### src/rtl/control_sequencer_pkg.sv
// Shared definitions for the hardwired control sequencer: IR field layout,
// opcode values, state encoding, strobe bundle and opcode classification.
package control_sequencer_pkg;

   localparam int NUM_REGS  = 16;
   localparam int REG_IDX_W = 4;
   localparam int OP_W      = 5;
   localparam int IR_W      = 32;

   localparam int OP_LSB = 27;
   localparam int RA_LSB = 23;
   localparam int RB_LSB = 19;
   localparam int RC_LSB = 15;

   localparam logic [OP_W-1:0] OP_ADD  = 5'b00011;
   localparam logic [OP_W-1:0] OP_SHL  = 5'b01011;
   localparam logic [OP_W-1:0] OP_ADDI = 5'b01100;
   localparam logic [OP_W-1:0] OP_ORI  = 5'b01110;
   localparam logic [OP_W-1:0] OP_DIV  = 5'b01111;
   localparam logic [OP_W-1:0] OP_MUL  = 5'b10000;
   localparam logic [OP_W-1:0] OP_NEG  = 5'b10001;
   localparam logic [OP_W-1:0] OP_NOT  = 5'b10010;
   localparam logic [OP_W-1:0] OP_MFLO = 5'b11000;
   localparam logic [OP_W-1:0] OP_MFHI = 5'b11001;
   localparam logic [OP_W-1:0] OP_NOP  = 5'b11010;
   localparam logic [OP_W-1:0] OP_HALT = 5'b11011;

   typedef enum logic [3:0] {
      ST_IDLE,
      ST_T0,
      ST_T1,
      ST_T2,
      ST_T3,
      ST_T4,
      ST_T5,
      ST_T6,
      ST_HALTED
   } state_t;

   typedef enum logic [3:0] {
      CLS_ALU3,
      CLS_IMM,
      CLS_MULDIV,
      CLS_UNARY,
      CLS_MFHI,
      CLS_MFLO,
      CLS_NOP,
      CLS_HALT,
      CLS_ILLEGAL
   } op_class_t;

   typedef struct packed {
      logic pc_out;
      logic zhigh_out;
      logic zlow_out;
      logic mdr_out;
      logic hi_out;
      logic lo_out;
      logic c_out;
      logic mar_in;
      logic pc_in;
      logic mdr_in;
      logic ir_in;
      logic y_in;
      logic hi_in;
      logic lo_in;
      logic zhigh_in;
      logic zlow_in;
      logic inc_pc;
      logic read;
   } strobe_t;

   function automatic op_class_t decode_class(input logic [OP_W-1:0] op);
      op_class_t cls;
      if (op >= OP_ADD && op <= OP_SHL)
         cls = CLS_ALU3;
      else if (op >= OP_ADDI && op <= OP_ORI)
         cls = CLS_IMM;
      else if (op == OP_MUL || op == OP_DIV)
         cls = CLS_MULDIV;
      else if (op == OP_NEG || op == OP_NOT)
         cls = CLS_UNARY;
      else if (op == OP_MFHI)
         cls = CLS_MFHI;
      else if (op == OP_MFLO)
         cls = CLS_MFLO;
      else if (op == OP_NOP)
         cls = CLS_NOP;
      else if (op == OP_HALT)
         cls = CLS_HALT;
      else
         cls = CLS_ILLEGAL;
      return cls;
   endfunction

endpackage

### src/rtl/control_sequencer_if.sv
// Strobe bundle between the control sequencer (master) and the DataPath (slave).
interface control_sequencer_if;
   import control_sequencer_pkg::*;

   logic                 start;
   logic [IR_W-1:0]      IR;
   logic                 run;
   logic                 illegal;
   logic                 PCout, Zhighout, Zlowout, MDRout;
   logic                 HIout, LOout, Cout;
   logic                 MARin, PCin, MDRin, IRin, Yin;
   logic                 HIin, LOin, ZHighIn, ZLowIn;
   logic                 IncPC, Read;
   logic [OP_W-1:0]      opcode;
   logic [NUM_REGS-1:0]  R_in;
   logic [NUM_REGS-1:0]  R_out;

   modport master (
      input  start, IR,
      output run, illegal,
      output PCout, Zhighout, Zlowout, MDRout, HIout, LOout, Cout,
      output MARin, PCin, MDRin, IRin, Yin, HIin, LOin, ZHighIn, ZLowIn,
      output IncPC, Read, opcode, R_in, R_out
   );

   modport slave (
      output start, IR,
      input  run, illegal,
      input  PCout, Zhighout, Zlowout, MDRout, HIout, LOout, Cout,
      input  MARin, PCin, MDRin, IRin, Yin, HIin, LOin, ZHighIn, ZLowIn,
      input  IncPC, Read, opcode, R_in, R_out
   );

endinterface

### src/rtl/control_sequencer_reg_select_encode.sv
// Turns the Ra/Rb/Rc field chosen by gra/grb/grc into one-hot GPR load and
// bus-drive vectors; both stay zero unless rin/rout is asserted.
module reg_select_encode
   import control_sequencer_pkg::*;
(
   input  logic [3*REG_IDX_W-1:0] fields,
   input  logic                   gra,
   input  logic                   grb,
   input  logic                   grc,
   input  logic                   rin,
   input  logic                   rout,
   output logic [NUM_REGS-1:0]    r_in,
   output logic [NUM_REGS-1:0]    r_out
);

   // fields holds IR[26:15]: Ra in the top nibble, Rc in the bottom one
   localparam int FRA = RA_LSB - RC_LSB;
   localparam int FRB = RB_LSB - RC_LSB;

   logic [REG_IDX_W-1:0] sel;

   always_comb begin
      sel = '0;
      if (gra)
         sel = fields[FRA +: REG_IDX_W];
      else if (grb)
         sel = fields[FRB +: REG_IDX_W];
      else if (grc)
         sel = fields[0 +: REG_IDX_W];
   end

   generate
      for (genvar gi = 0; gi < NUM_REGS; gi++) begin : g_dec
         assign r_in[gi]  = rin  && (sel == REG_IDX_W'(gi));
         assign r_out[gi] = rout && (sel == REG_IDX_W'(gi));
      end
   endgenerate

endmodule

### src/rtl/control_sequencer.sv
// Hardwired control unit: fetch in T0-T2, then opcode-dependent execute steps,
// with Moore strobes decoded from the state register and the IR fields.
module control_sequencer
   import control_sequencer_pkg::*;
(
   input  logic                clock,
   input  logic                clear,
   control_sequencer_if.master bus
);

   state_t    state_reg;
   state_t    state_next;
   strobe_t   strobe;
   op_class_t op_class;
   logic      gra, grb, grc, rin, rout;
   logic      alu_step;
   logic      illegal_now;

   assign op_class = decode_class(bus.IR[OP_LSB +: OP_W]);

   always_ff @(posedge clock or negedge clear) begin
      if (!clear)
         state_reg <= ST_IDLE;
      else
         state_reg <= state_next;
   end

   always_comb begin
      state_next  = state_reg;
      strobe      = '0;
      gra         = 1'b0;
      grb         = 1'b0;
      grc         = 1'b0;
      rin         = 1'b0;
      rout        = 1'b0;
      alu_step    = 1'b0;
      illegal_now = 1'b0;
      case (state_reg)
         ST_IDLE: begin
            if (bus.start)
               state_next = ST_T0;
         end
         ST_T0: begin
            strobe.pc_out  = 1'b1;
            strobe.mar_in  = 1'b1;
            strobe.inc_pc  = 1'b1;
            strobe.zlow_in = 1'b1;
            state_next     = ST_T1;
         end
         ST_T1: begin
            strobe.zlow_out = 1'b1;
            strobe.pc_in    = 1'b1;
            strobe.read     = 1'b1;
            strobe.mdr_in   = 1'b1;
            state_next      = ST_T2;
         end
         ST_T2: begin
            strobe.mdr_out = 1'b1;
            strobe.ir_in   = 1'b1;
            state_next     = ST_T3;
         end
         ST_T3: begin
            state_next = ST_T4;
            case (op_class)
               CLS_ALU3, CLS_IMM: begin
                  grb = 1'b1; rout = 1'b1; strobe.y_in = 1'b1;
               end
               CLS_MULDIV: begin
                  gra = 1'b1; rout = 1'b1; strobe.y_in = 1'b1;
               end
               CLS_UNARY: begin
                  grb = 1'b1; rout = 1'b1; alu_step = 1'b1; strobe.zlow_in = 1'b1;
               end
               CLS_MFHI: begin
                  strobe.hi_out = 1'b1; gra = 1'b1; rin = 1'b1; state_next = ST_T0;
               end
               CLS_MFLO: begin
                  strobe.lo_out = 1'b1; gra = 1'b1; rin = 1'b1; state_next = ST_T0;
               end
               CLS_NOP:  state_next = ST_T0;
               CLS_HALT: state_next = ST_HALTED;
               default: begin
                  illegal_now = 1'b1;
                  state_next  = ST_T0;
               end
            endcase
         end
         ST_T4: begin
            state_next = ST_T5;
            case (op_class)
               CLS_ALU3: begin
                  grc = 1'b1; rout = 1'b1; alu_step = 1'b1; strobe.zlow_in = 1'b1;
               end
               CLS_IMM: begin
                  strobe.c_out = 1'b1; alu_step = 1'b1; strobe.zlow_in = 1'b1;
               end
               CLS_MULDIV: begin
                  grb = 1'b1; rout = 1'b1; alu_step = 1'b1;
                  strobe.zhigh_in = 1'b1; strobe.zlow_in = 1'b1;
               end
               CLS_UNARY: begin
                  strobe.zlow_out = 1'b1; gra = 1'b1; rin = 1'b1; state_next = ST_T0;
               end
               default: state_next = ST_T0;
            endcase
         end
         ST_T5: begin
            state_next = ST_T0;
            case (op_class)
               CLS_ALU3, CLS_IMM: begin
                  strobe.zlow_out = 1'b1; gra = 1'b1; rin = 1'b1;
               end
               CLS_MULDIV: begin
                  strobe.zlow_out = 1'b1; strobe.lo_in = 1'b1; state_next = ST_T6;
               end
               default: ;
            endcase
         end
         ST_T6: begin
            state_next = ST_T0;
            if (op_class == CLS_MULDIV) begin
               strobe.zhigh_out = 1'b1;
               strobe.hi_in     = 1'b1;
            end
         end
         ST_HALTED: state_next = ST_HALTED;
         default:   state_next = ST_IDLE;
      endcase
   end

   reg_select_encode u_reg_select (
      .fields (bus.IR[RA_LSB + REG_IDX_W - 1 : RC_LSB]),
      .gra    (gra),
      .grb    (grb),
      .grc    (grc),
      .rin    (rin),
      .rout   (rout),
      .r_in   (bus.R_in),
      .r_out  (bus.R_out)
   );

   assign bus.run      = (state_reg != ST_IDLE) && (state_reg != ST_HALTED);
   assign bus.illegal  = illegal_now;
   assign bus.opcode   = alu_step ? bus.IR[OP_LSB +: OP_W] : '0;
   assign bus.PCout    = strobe.pc_out;
   assign bus.Zhighout = strobe.zhigh_out;
   assign bus.Zlowout  = strobe.zlow_out;
   assign bus.MDRout   = strobe.mdr_out;
   assign bus.HIout    = strobe.hi_out;
   assign bus.LOout    = strobe.lo_out;
   assign bus.Cout     = strobe.c_out;
   assign bus.MARin    = strobe.mar_in;
   assign bus.PCin     = strobe.pc_in;
   assign bus.MDRin    = strobe.mdr_in;
   assign bus.IRin     = strobe.ir_in;
   assign bus.Yin      = strobe.y_in;
   assign bus.HIin     = strobe.hi_in;
   assign bus.LOin     = strobe.lo_in;
   assign bus.ZHighIn  = strobe.zhigh_in;
   assign bus.ZLowIn   = strobe.zlow_in;
   assign bus.IncPC    = strobe.inc_pc;
   assign bus.Read     = strobe.read;

endmodule

### src/flat_wrapper.sv
// flat-port wrapper written by rule: the top's interface ports become plain ports
module control_sequencer_flat import control_sequencer_pkg::*;
  (clock, clear, bus_start, bus_IR, bus_run, bus_illegal, bus_PCout, bus_Zhighout, bus_Zlowout, bus_MDRout, bus_HIout, bus_LOout, bus_Cout, bus_MARin, bus_PCin, bus_MDRin, bus_IRin, bus_Yin, bus_HIin, bus_LOin, bus_ZHighIn, bus_ZLowIn, bus_IncPC, bus_Read, bus_opcode, bus_R_in, bus_R_out);
  control_sequencer_if bus_i ();
  input  logic clock;
  input  logic clear;
  input wire logic [$bits(bus_i.start)-1:0] bus_start;
  input wire logic [$bits(bus_i.IR)-1:0] bus_IR;
  output wire logic [$bits(bus_i.run)-1:0] bus_run;
  output wire logic [$bits(bus_i.illegal)-1:0] bus_illegal;
  output wire logic [$bits(bus_i.PCout)-1:0] bus_PCout;
  output wire logic [$bits(bus_i.Zhighout)-1:0] bus_Zhighout;
  output wire logic [$bits(bus_i.Zlowout)-1:0] bus_Zlowout;
  output wire logic [$bits(bus_i.MDRout)-1:0] bus_MDRout;
  output wire logic [$bits(bus_i.HIout)-1:0] bus_HIout;
  output wire logic [$bits(bus_i.LOout)-1:0] bus_LOout;
  output wire logic [$bits(bus_i.Cout)-1:0] bus_Cout;
  output wire logic [$bits(bus_i.MARin)-1:0] bus_MARin;
  output wire logic [$bits(bus_i.PCin)-1:0] bus_PCin;
  output wire logic [$bits(bus_i.MDRin)-1:0] bus_MDRin;
  output wire logic [$bits(bus_i.IRin)-1:0] bus_IRin;
  output wire logic [$bits(bus_i.Yin)-1:0] bus_Yin;
  output wire logic [$bits(bus_i.HIin)-1:0] bus_HIin;
  output wire logic [$bits(bus_i.LOin)-1:0] bus_LOin;
  output wire logic [$bits(bus_i.ZHighIn)-1:0] bus_ZHighIn;
  output wire logic [$bits(bus_i.ZLowIn)-1:0] bus_ZLowIn;
  output wire logic [$bits(bus_i.IncPC)-1:0] bus_IncPC;
  output wire logic [$bits(bus_i.Read)-1:0] bus_Read;
  output wire logic [$bits(bus_i.opcode)-1:0] bus_opcode;
  output wire logic [$bits(bus_i.R_in)-1:0] bus_R_in;
  output wire logic [$bits(bus_i.R_out)-1:0] bus_R_out;
  assign bus_i.start = bus_start;
  assign bus_i.IR = bus_IR;
  assign bus_run = bus_i.run;
  assign bus_illegal = bus_i.illegal;
  assign bus_PCout = bus_i.PCout;
  assign bus_Zhighout = bus_i.Zhighout;
  assign bus_Zlowout = bus_i.Zlowout;
  assign bus_MDRout = bus_i.MDRout;
  assign bus_HIout = bus_i.HIout;
  assign bus_LOout = bus_i.LOout;
  assign bus_Cout = bus_i.Cout;
  assign bus_MARin = bus_i.MARin;
  assign bus_PCin = bus_i.PCin;
  assign bus_MDRin = bus_i.MDRin;
  assign bus_IRin = bus_i.IRin;
  assign bus_Yin = bus_i.Yin;
  assign bus_HIin = bus_i.HIin;
  assign bus_LOin = bus_i.LOin;
  assign bus_ZHighIn = bus_i.ZHighIn;
  assign bus_ZLowIn = bus_i.ZLowIn;
  assign bus_IncPC = bus_i.IncPC;
  assign bus_Read = bus_i.Read;
  assign bus_opcode = bus_i.opcode;
  assign bus_R_in = bus_i.R_in;
  assign bus_R_out = bus_i.R_out;
  control_sequencer u_core (.clock(clock), .clear(clear), .bus(bus_i));
endmodule
### config.mk
export PLATFORM = sky130hd
export DESIGN_NAME = control_sequencer_flat
export DESIGN_NICKNAME = d
export VERILOG_FILES = /design/src/rtl/control_sequencer_pkg.sv /design/src/rtl/control_sequencer_if.sv /design/src/rtl/control_sequencer_reg_select_encode.sv /design/src/rtl/control_sequencer.sv /design/src/flat_wrapper.sv
export SDC_FILE = /design/constraint.sdc
export NUM_CORES = 1
export LEC_CHECK = 0
export BUFFER_PORTS_ARGS = -buffer_cell sky130_fd_sc_hd__buf_2
export CAP_MARGIN = 20
export CORE_MARGIN = 2
export CORE_UTILIZATION = 31
export DETAILED_ROUTE_END_ITERATION = 7
export PLACE_DENSITY_LB_ADDON = 0.15
export SLEW_MARGIN = 40
export SYNTH_ARGS = -nofsm -noshare
export SYNTH_HDL_FRONTEND = slang
export SYNTH_SLANG_ARGS = --single-unit
### constraint.sdc
create_clock -name clock -period 3.42 [get_ports clock]
set_input_delay 0.684 -clock clock [delete_from_list [all_inputs] [get_ports clock]]
set_output_delay 0.684 -clock clock [all_outputs]
set_load 0.05 [all_outputs]
==> flow_summary.yaml <==
logic_synthesis:
  syn_area_sq_um: 1170
  synth-seq-area-share_pct: 8.53
  netlist_instances: 170
  synth_top_family_by_area: "simple AND/OR/NAND/NOR gates"
  synth_top_area_share_pct: 15.8
  avgSynthCellArea_sq_um: 6.90
  synth-simple-area-share_pct: 45.8
  syn_nets: 205
  async_flop_share_pct: 100
  yosys-top-cells-area: "nor3_1 (16%), dfrtp_1 (8.5%), buf_4 (6.4%), and2_1 (4.8%), nand2_1 (4.2%)"
  synthAdderAreaFrac_pct: 0
  synth_ff_type: "dfrtp_1"
  synth_compound_area_share_pct: 27.7
  ys_types: 51
  yosys_warnings: 0
  synthMuxAreaShare_pct: 1.71
  ys_ff_latch: 4
  synth-xor-area-share_pct: 5.12
  yosys.area.top_type: "nor3_1"
  synth_edf_count: 0
finish:
  n_fill_cell: 249
  fin_nets: 328
  multiInputGateArea_sq_um: 1480
  final_core_util_pct: 77.1
  syn2layout_area_growth_pct: 141
  largest_register_ffs: 4
  drive_above_1_share_pct: 71.5
  final_cell_mix: "buf_6 (43), buf_4 (43), buf_2 (40), nor3_4 (30), nor2_1 (10)"
  diodes: 0
  final-seq-area_sq_um: 100
power:
  p_int_mw: 0.442
  p_sw_mw: 0.670
  p_clk_share_pct: 9.0
  seq_power_share_pct: 6.8
  peakVddDrop_uv: 317
  pwr-share-comb_pct: 84.2
  p_sw_share_pct: 60.3
  p_leak_nw: 1.28
  p_per_area_nw_per_um2: 394
  total_power_mw: 1.11
clock_network:
  cts_buffers: 3
  h-tree-depth: 1
  cts_tree: "done"
  clock_latency_ps: 220
  clk_pin_slew_ps: 30
  root_buffer: "clkbuf_8"
  cts_hold_repair.buffers: 0
  clock_path_buffers: 2
  cts_sinks: 4
placed_design:
  place.port_buffers: 76
  dp_hpwl_mm: 3.40
  gp_congestion: 0.792
worst_setup_path:
  critical-path-max-stage-delay_ps: 320
  rr_worst_depth: 5
  reg2reg_to: "u_core.state_reg[3]"
  crit_arrival_ps: 2820
  cp_slowest_cell: "xor2_2"
  r2r_start: "u_core.state_reg[3]"
  crit_path_frequent_cell: "buf_6"
  critPathMaxFanout: 6
  r2r_slack_ps: 1890
  critPathBufInv: 5
  path_cells: "buf_6 > buf_6 > a211oi_4 > xor2_2 > nor3_2 > a32o_2 > buf_6 > a2111oi_4 > buf_4 > nand2_4 > nor3_4 > buf_6"
  worstSetupPathType: "primary input to primary output"
  endpoint_kind: "primary output"
  crit_family: "compound AO/OA/AOI/OAI gates"
  cp-start-kind: "primary input"
  cp.required_ps: 2740
floorplan:
  die_h_microns: 65.5
  fp.coreArea_sq_um: 3660
  die_w_microns: 65.5
  initial_core_util_pct: 32.1
  die_area_sq_um: 4290
  ios: 92
  rows: 22
status:
  violations: "negative setup slack"
  status: "finished, violations left"
sta:
  timing.setup.tns_ps: -525
  period_minus_slack_ps: 3510
  hold_slack_ps: 261
  finalMaxSlewViolations: 0
  fin_crit_sh_pct: 103
  skew_ps: 1.93
  tightest_slew_ps: 425
  finalHoldViolations: 0
  setup_ws_ps: -86.0
  final-setup-viol-count: 16
  maxSlewHeadroom_pct: 71.6
  rsz0062_at_grt: "true"
  fmax_mhz: 285
worst_hold_path:
  hold_path_class: "primary input to asynchronous set/reset pin"
grt:
  gr-usage-all-layers_pct: 23.9
  overflow: 0
  grt_pass1_wl_mm: 8.09
  grt_pass1_vias: 1700
  grt_start_max_net_pins: 12
  antenna_found_initial: 0
routing:
  remaining_drc_errors: 0
  routed_wl_mm: 5.25
  dr.pass1.iters: 4
  ant_nets: 0
  drt-initial-drc-count: 97
  wl_per_cell_microns: 15.5
  viasPerCell: 5.37
  vias: 1821
flow_run:
  max_cap_viol_count: 0
-- synth_stat cells (3+ instances only) --
master and n:
nand3_1 5, dfrtp_1 4, and2_1 9, nand2_1 13, nor3_1 37, nor2b_1 4, o21ai_0 3, nor2_1 12
nor3b_1 3, a22o_1 3, inv_1 4, a21oi_1 8, buf_4 10, xnor2_1 3, nand2b_1 5
-- worst reg2reg max path: cells and delay by family, from the launching register on --
family / cells / cell delay [ps]
AND/OR/NAND/NOR: 3 / 660
flip-flops: 1 / 440
AO/OA/AOI/OAI: 1 / 180
buffers and inverters: 1 / 160
-- final cells by class --
type,instances,share of cell area [%]
multi-input combinational,147,52.5
timing repair buffer,133,39.8
sequential,4,3.55
tap,48,2.13
clock buffer,3,1.46
inverter,4,0.532
-- power by group through the flow --
stage,clock [mW],sequential (mW),combinational [mW]
after floorplan,0,0.0666,0.668
after CTS,0.102,0.0761,0.891
after global placement,0,0.0761,0.813
after detailed placement,0,0.0760,0.823
final,0.0995,0.0757,0.936
after global routing,0.106,0.0790,0.987
-- repair_timing --
action,in CTS,in global routing
resized for setup,89,24
setup endpoints to repair,32,32
gates cloned,1,0
setup buffers,12,9
pin swaps,22,12
-- worst max path at each step --
stage,depth (start not counted),endpoint,slack (ps),from
after floorplan,8,bus_R_out[15],-120,bus_IR[30]
after global placement,9,bus_R_in[13],-400,bus_IR[28]
after detailed placement,10,bus_R_in[15],-340,bus_IR[29]
after CTS,10,bus_R_out[2],-100,bus_IR[28]
after global routing,12,bus_R_out[2],-170,bus_IR[29]
final,12,bus_R_out[2],-90,bus_IR[29]
-- routing by layer --
layer  wire length (microns)  global-route usage (%)  vias up
li1                        -                       -      880
met5                       0                       0        -
met1                    2190                    31.4      861
met2                    2750                    41.2       68
met3                     212                    1.71       12
met4                      91                    8.33        0
-- cell families (layout without fill, tap and decap cells) --
group / after synthesis / after routing
and+or+nand+nor: 101 / 101
AOI/OAI and AO/OA: 37 / 38
buffers and inverters: 20 / 140
xor gates and xnor gates: 6 / 6
DFF: 4 / 4
muxes: 2 / 2
-- stage by stage --
stage / instances / cell area (sq um) / setup slack (ps)
after detailed placement: 315 / 2190 / -337
after CTS: 330 / 2660 / -104
final: 339 / 2820 / -86.0
after global placement: 314 / 2180 / -403
after floorplan: 170 / 1590 / -120
after global routing: 339 / 2820 / -168
Power figures use the tool's default switching activity.
